File: src/rtl/ram_arbiter.sv
// ram_arbiter: shares one single-port synchronous RAM between port 0 (core) and port 1 (loader/debug).
// Define RAM_ARB_RR_EN for round-robin conflict resolution; otherwise port 0 has fixed priority.
module ram_arbiter #(
    parameter int ADDR_W = 6,
    parameter int DATA_W = 32
) (
    input  logic              clk,
    input  logic              rst,

    input  logic              req0,
    input  logic              we0,
    input  logic [ADDR_W-1:0] addr0,
    input  logic [DATA_W-1:0] wdata0,
    output logic              gnt0,
    output logic              rvalid0,

    input  logic              req1,
    input  logic              we1,
    input  logic [ADDR_W-1:0] addr1,
    input  logic [DATA_W-1:0] wdata1,
    output logic              gnt1,
    output logic              rvalid1,

    output logic [DATA_W-1:0] rdata,

    output logic              ram_we,
    output logic [ADDR_W-1:0] ram_addr,
    output logic [DATA_W-1:0] ram_wdata,
    input  logic [DATA_W-1:0] ram_rdata
);

    logic              xfer;
    logic              sel_we;
    logic [ADDR_W-1:0] sel_addr;
    logic [DATA_W-1:0] sel_wdata;

    logic              ram_we_q,    ram_we_d;
    logic [ADDR_W-1:0] ram_addr_q,  ram_addr_d;
    logic [DATA_W-1:0] ram_wdata_q, ram_wdata_d;

    // Read return pipeline: stage 1 tracks the command cycle, stage 2 the RAM output cycle.
    logic              rd_v1_q,  rd_v1_d;
    logic              rd_id1_q, rd_id1_d;
    logic              rd_v2_q,  rd_v2_d;
    logic              rd_id2_q, rd_id2_d;

`ifdef RAM_ARB_RR_EN
    // ptr_q names the port that wins the next conflict.
    logic ptr_q, ptr_d;

    always_comb begin
        ptr_d = ptr_q;
        if (gnt0) begin
            ptr_d = 1'b1;
        end else if (gnt1) begin
            ptr_d = 1'b0;
        end
    end

    always_ff @(posedge clk or posedge rst) begin
        if (rst) begin
            ptr_q <= 1'b0;
        end else begin
            ptr_q <= ptr_d;
        end
    end
`endif

    always_comb begin
        gnt0 = 1'b0;
        gnt1 = 1'b0;
        if (!rst) begin
`ifdef RAM_ARB_RR_EN
            if (req0 && req1) begin
                gnt0 = ~ptr_q;
                gnt1 = ptr_q;
            end else begin
                gnt0 = req0;
                gnt1 = req1;
            end
`else
            gnt0 = req0;
            gnt1 = req1 & ~req0;
`endif
        end
    end

    always_comb begin
        xfer      = gnt0 | gnt1;
        sel_we    = gnt1 ? we1    : we0;
        sel_addr  = gnt1 ? addr1  : addr0;
        sel_wdata = gnt1 ? wdata1 : wdata0;
    end

    // Address and data hold through idle cycles; only the write strobe returns to 0.
    always_comb begin
        ram_we_d    = xfer & sel_we;
        ram_addr_d  = ram_addr_q;
        ram_wdata_d = ram_wdata_q;
        if (xfer) begin
            ram_addr_d  = sel_addr;
            ram_wdata_d = sel_wdata;
        end
    end

    always_comb begin
        rd_v1_d  = xfer & ~sel_we;
        rd_id1_d = gnt1;
        rd_v2_d  = rd_v1_q;
        rd_id2_d = rd_id1_q;
    end

    always_ff @(posedge clk or posedge rst) begin
        if (rst) begin
            ram_we_q    <= 1'b0;
            ram_addr_q  <= '0;
            ram_wdata_q <= '0;
            rd_v1_q     <= 1'b0;
            rd_id1_q    <= 1'b0;
            rd_v2_q     <= 1'b0;
            rd_id2_q    <= 1'b0;
        end else begin
            ram_we_q    <= ram_we_d;
            ram_addr_q  <= ram_addr_d;
            ram_wdata_q <= ram_wdata_d;
            rd_v1_q     <= rd_v1_d;
            rd_id1_q    <= rd_id1_d;
            rd_v2_q     <= rd_v2_d;
            rd_id2_q    <= rd_id2_d;
        end
    end

    always_comb begin
        ram_we    = ram_we_q;
        ram_addr  = ram_addr_q;
        ram_wdata = ram_wdata_q;
        rvalid0   = rd_v2_q & ~rd_id2_q;
        rvalid1   = rd_v2_q & rd_id2_q;
        rdata     = ram_rdata;
    end

    a_gnt_onehot : assert property (@(posedge clk) disable iff (rst) !(gnt0 && gnt1));
    a_gnt0_req   : assert property (@(posedge clk) disable iff (rst) gnt0 |-> req0);
    a_gnt1_req   : assert property (@(posedge clk) disable iff (rst) gnt1 |-> req1);

endmodule

File: config.mk
export PLATFORM = sky130hd
export DESIGN_NAME = ram_arbiter
export DESIGN_NICKNAME = d
export VERILOG_FILES = /design/src/rtl/ram_arbiter.sv
export SDC_FILE = /design/constraint.sdc
export NUM_CORES = 1
export LEC_CHECK = 0
export CELL_PAD_IN_SITES_DETAIL_PLACEMENT = 1
export CELL_PAD_IN_SITES_GLOBAL_PLACEMENT = 2
export CORE_UTILIZATION = 17
export DETAILED_ROUTE_END_ITERATION = 16
export PLACE_DENSITY = 0.84
export SETUP_SLACK_MARGIN = 0.5
export SLEW_MARGIN = 20
export SYNTH_ARGS = -nofsm -noshare
export SYNTH_HDL_FRONTEND = slang
export SYNTH_SLANG_ARGS = --single-unit
File: constraint.sdc
create_clock -name clk -period 1.2 [get_ports clk]
set_input_delay 0.24 -clock clk [delete_from_list [all_inputs] [get_ports clk]]
set_output_delay 0.24 -clock clk [all_outputs]
set_load 0.005 [all_outputs]
Yosys cells after proc, flatten, opt, wreduce, memory -nomap -nowiden. Index checks and enable logic that the tools add are counted.

Register bits after elaboration: 43. Bits in latches: 0. Bits in writable memories: 0. Memory bits (read-only): 0. Input bits: 114. Output and inout bits: 75. Logic and storage cells: 21. Memories kept: 0.

Add/sub/neg operators: 0. $mul: 0. Div/mod/pow operators: 0. $lt $le $gt $ge: 0. Equality and inequality tests: 0. Shift-type cells: 0. Muxes and demuxes: 5. Bitwise operators: 9. Reductions and logical operators: 0.

Operator list (number): $mux W32 (1); $mux W6 (1); $and A1 B1 Y1 (5); $mux W1 (3); $not A1 Y1 (3); $or A1 B1 Y1 (1).

Logic depth before layout (Yosys ltp).
Depth after elaboration: 6. Gate-level depth with buffers: 6. Depth with buffers taken out: 3.

Worst setup path after synthesis. No wires, ideal clock.

Kind: input to register. Start point: input port rst. End point: register ram_addr_q[5], in the netlist ram_addr[5]. Library setup time: 0.081 ns. Arrival time: 1.405 ns. Data required time: 1.119 ns. Path slack: -0.286 ns. Cell stages on the path: 5. Path buffers: 2. Path through: buf_4 -> inv_1 -> buf_2 -> nor2_1 -> nor3_2.

Cells in the longest elaborated chain, start to end: 2. Elaborated cells on any way between the ends: 4. Those cells by class: 3 x mux; 1 x bitwise.

Ends and longest elaborated chain: from (decl) (RTL line 8) `input logic rst,`; $mux W1 (RTL line 72) `if (!rst) begin`; $mux W6 or $or A1 B1 Y1 (tied branches) (RTL line 91, 89); to (signal assigned) (RTL line 124) `ram_addr_q <= ram_addr_d;`; to (decl) (RTL line 38) `logic [ADDR_W-1:0] ram_addr_q, ram_addr_d;`.

Parallel ways exist; a longest one is shown, timed or not. A chain may end at the register's enable or synchronous reset.

Worst setup path in the final report.
Start point: register rd_v2_q. End point: output port rvalid1.

Cells in the longest elaborated chain, start to end: 1.

Ends and longest elaborated chain: from (decl) (RTL line 44) `logic rd_v2_q, rd_v2_d;`; from (signal assigned) (RTL line 128) `rd_v2_q <= rd_v2_d;`; $and A1 B1 Y1 (RTL line 138) `rvalid1 = rd_v2_q & rd_id2_q;`; to (decl) (RTL line 22) `output logic rvalid1,`.

No other way between the ends.

==> flow_summary.json <==
{
  "worstPathArrival_ns": 0.94,
  "drv_slew": 0,
  "yosysSeqAreaShare": 0.4529,
  "met3_usage": 0.04575,
  "tightest_slew_ns": 0.3960,
  "leakagePower_uw": 0.002160,
  "drtIter0Drc": 57,
  "synth_area_leaders": "dfrtp_1, nor3_1, buf_4",
  "drv_cap": 0,
  "drive_gt1_frac": 0.6045,
  "htree_levels": 2,
  "grtUsageMet1": 0.1718,
  "final_core_util": 0.4023,
  "syn-num-nets": 377,
  "insertedDiodeCount": 0,
  "finalCriticalPeriod_ns": 1.183,
  "fin_tns_setup_ns": 0,
  "yosysTopAreaCell": "dfrtp_1",
  "cp-start-kind": "flip-flop",
  "syn_to_final_growth_pct": 127.8,
  "fillers": 1490,
  "cts-root-buf": "clkbuf_16",
  "rows": 42,
  "path_max_fanout": 2,
  "die_w_um": 120.2,
  "p_switching_uw": 1615,
  "final_area_mm2": 0.005413,
  "critical_path.top_delay_family": "flip-flops",
  "cts_made_buffers": 5,
  "rsz0062_at_grt": "true",
  "path_buf_inv": 1,
  "io_buffers": 124,
  "finalCritPeriodShare": 0.9858,
  "die_h_um": 120.2,
  "finalPower_uw": 5470,
  "die_area_mm2": 0.01445,
  "setup.worst_path.end_class": "output pin",
  "nets": 553,
  "required_ns": 0.96,
  "drc": 0,
  "crit_start": "rd_v2_q$_DFF_PP0_",
  "io_pins": 189,
  "max_clock_freq_mhz": 845.3,
  "synth_area_per_cell_um2": 9.034,
  "clk_path_buf_depth": 2,
  "clock_skew_ns": 0.0007472,
  "clkLatencyLatePin_ns": 0.30,
  "clock-sinks": 43,
  "mostFrequentLayoutCell": "clkdlybuf4s50_1",
  "path_cells": "and2_4, buf_6",
  "pwr-share-comb": 0.375,
  "syn-instance-count": 263,
  "outcome": "finished clean",
  "synth_top_area_frac": 0.4529,
  "cts_hold_buf": 0,
  "detail_route.wl_per_cell_um": 19.23,
  "firstDrtPassIters": 4,
  "layout_common_cells": "clkdlybuf4s50_1, buf_4, nor3_2",
  "dpl_cell_area_mm2": 0.003705,
  "clk_pin_slew_ns": 0.07,
  "grt_pass1_vias": 3010,
  "crit_type": "flip-flop to output pin",
  "irDropWorstVdd_mv": 0.4825,
  "grt_pass1_wl_um": 16990,
  "synth.cell_area_mm2": 0.002376,
  "antenna_left": 0,
  "start_util": 0.1766,
  "globalRouteOverflowTotal": 0,
  "max_stage_delay_ns": 0.38,
  "finalSetupViolCount": 0,
  "grt_max_degree": 33,
  "cts_tree": "built",
  "hp-class": "input port to asynchronous set/reset pin",
  "synth_seq_cells": 43,
  "place_hpwl_um": 6032,
  "clkPwrFrac": 0.306,
  "grt.met2_usage": 0.2830,
  "yosys.cell_types.count": 22,
  "drt-vias-per-instance": 4.440,
  "core_mm2": 0.01345,
  "timing.rr.start": "ram_addr[4]$_DFFE_PP0P_",
  "gp_congestion": 0.7042,
  "antenna_found_initial": 0,
  "cp_slowest_cell": "dfrtp_1",
  "yosys_warnings": 0,
  "hold_violations": 0,
  "wirelength_um": 11850,
  "sw_frac_of_total": 0.2953,
  "slew_headroom": 0.7360,
  "grt_usage": 0.1572,
  "p_seq_frac": 0.319,
  "internal-power_uw": 3855,
  "grt_most_used_layer": "met2",
  "power_density_mw_per_mm2": 1011,
  "routed-via-count": 2735
}
registers in the layout (all words and copies together), names as in the netlist:
register and count:
rd_id2_q 1, rd_v2_q 1, rd_id1_q 1, ram_we 1, ram_addr 6, rd_v1_q 1, ram_wdata 32
cells in the mapped netlist:
| cell | n |
|---|---|
| buf_2 | 7 |
| o22ai_2 | 10 |
| nor3_1 | 86 |
| or2_1 | 1 |
| nand3_1 | 1 |
| nor3_2 | 10 |
| inv_1 | 2 |
| and2_1 | 2 |
| nor2b_1 | 1 |
| o21ba_1 | 1 |
| dfrtp_1 | 43 |
| inv_2 | 1 |
| o22ai_1 | 9 |
| buf_6 | 2 |
| nor2_1 | 39 |
| buf_8 | 1 |
| nand2_1 | 1 |
| nand2b_1 | 2 |
| buf_4 | 36 |
| clkbuf_1 | 6 |
| buf_1 | 1 |
| a21oi_1 | 1 |
kinds of logic after synthesis:
kind of cell    after synthesis  share of synthesized area
compound gates               21                    0.08267
buf+inv                      56                     0.1601
flops                        43                     0.4529
simple gates                143                     0.3044
worst min-delay path, delay by kind of cell:
kind	cells	cell delay [ns]
buffers and inverters	5	0.57
power groups by stage:
stage	Clock [uW]	Combinational (uW)	Sequential, uW
floorplan	0	518	1800
global placement	0	1230	1780
detailed placement	0	1250	1790
CTS	1730	1650	1730
global route	1770	2190	1760
finish	1670	2050	1750
final timing paths:
kind / to / depth (start not counted) / slack, ns
min in group clk: rd_id1_q$_DFF_PP0_ / 4 / 0.30
setup / recovery: rvalid1 / 2 / 0.02
max in group asynchronous: ram_wdata[21]$_DFFE_PP0P_ / 6 / 0.57
hold reg to reg: rd_id2_q$_DFF_PP0_ / 0 / 0.35
hold / removal: ram_wdata[22]$_DFFE_PP0P_ / 5 / 0.20
setup reg to reg: ram_addr[4]$_DFFE_PP0P_ / 4 / 0.21
what timing repair did:
item                       in CTS  in global routing
pin swaps                      26                 35
setup buffers                  34                 26
resized for setup             281                 96
setup endpoints to repair     101                100
gates cloned                   14                  1
per-layer routing:
layer	part of all wire	up-vias	wire, um
met1	0.38	1361	4541
li1	-	1250	-
met3	0.063	28	746
met2	0.54	96	6395
met5	0	-	0
met4	0.014	0	163
final cells by class:
class	instances	area, um^2	share of cell area
Inverter	3	31.28	0.005779
Multi-Input combinational cell	167	1714	0.3167
Timing Repair Buffer	219	2197	0.4059
Clock inverter	2	35.03	0.006472
Sequential cell	43	1076	0.1988
Clock buffer	6	138.9	0.02566
Tap cell	176	220.2	0.04068
per-stage QoR:
stage / hold WS, ns / instances / setup slack [ns]
5_1_grt: 0.2080 / 616 / -0.02131
3_5_place_dp: 0.3370 / 533 / -0.5993
3_3_place_gp: 0.3348 / 533 / -0.5963
4_1_cts: 0.1861 / 589 / 0.006480
2_1_floorplan: 0.2692 / 263 / 0.1555
6_report: 0.1982 / 616 / 0.01704
No activity file was read; power rests on OpenSTA's default activity.
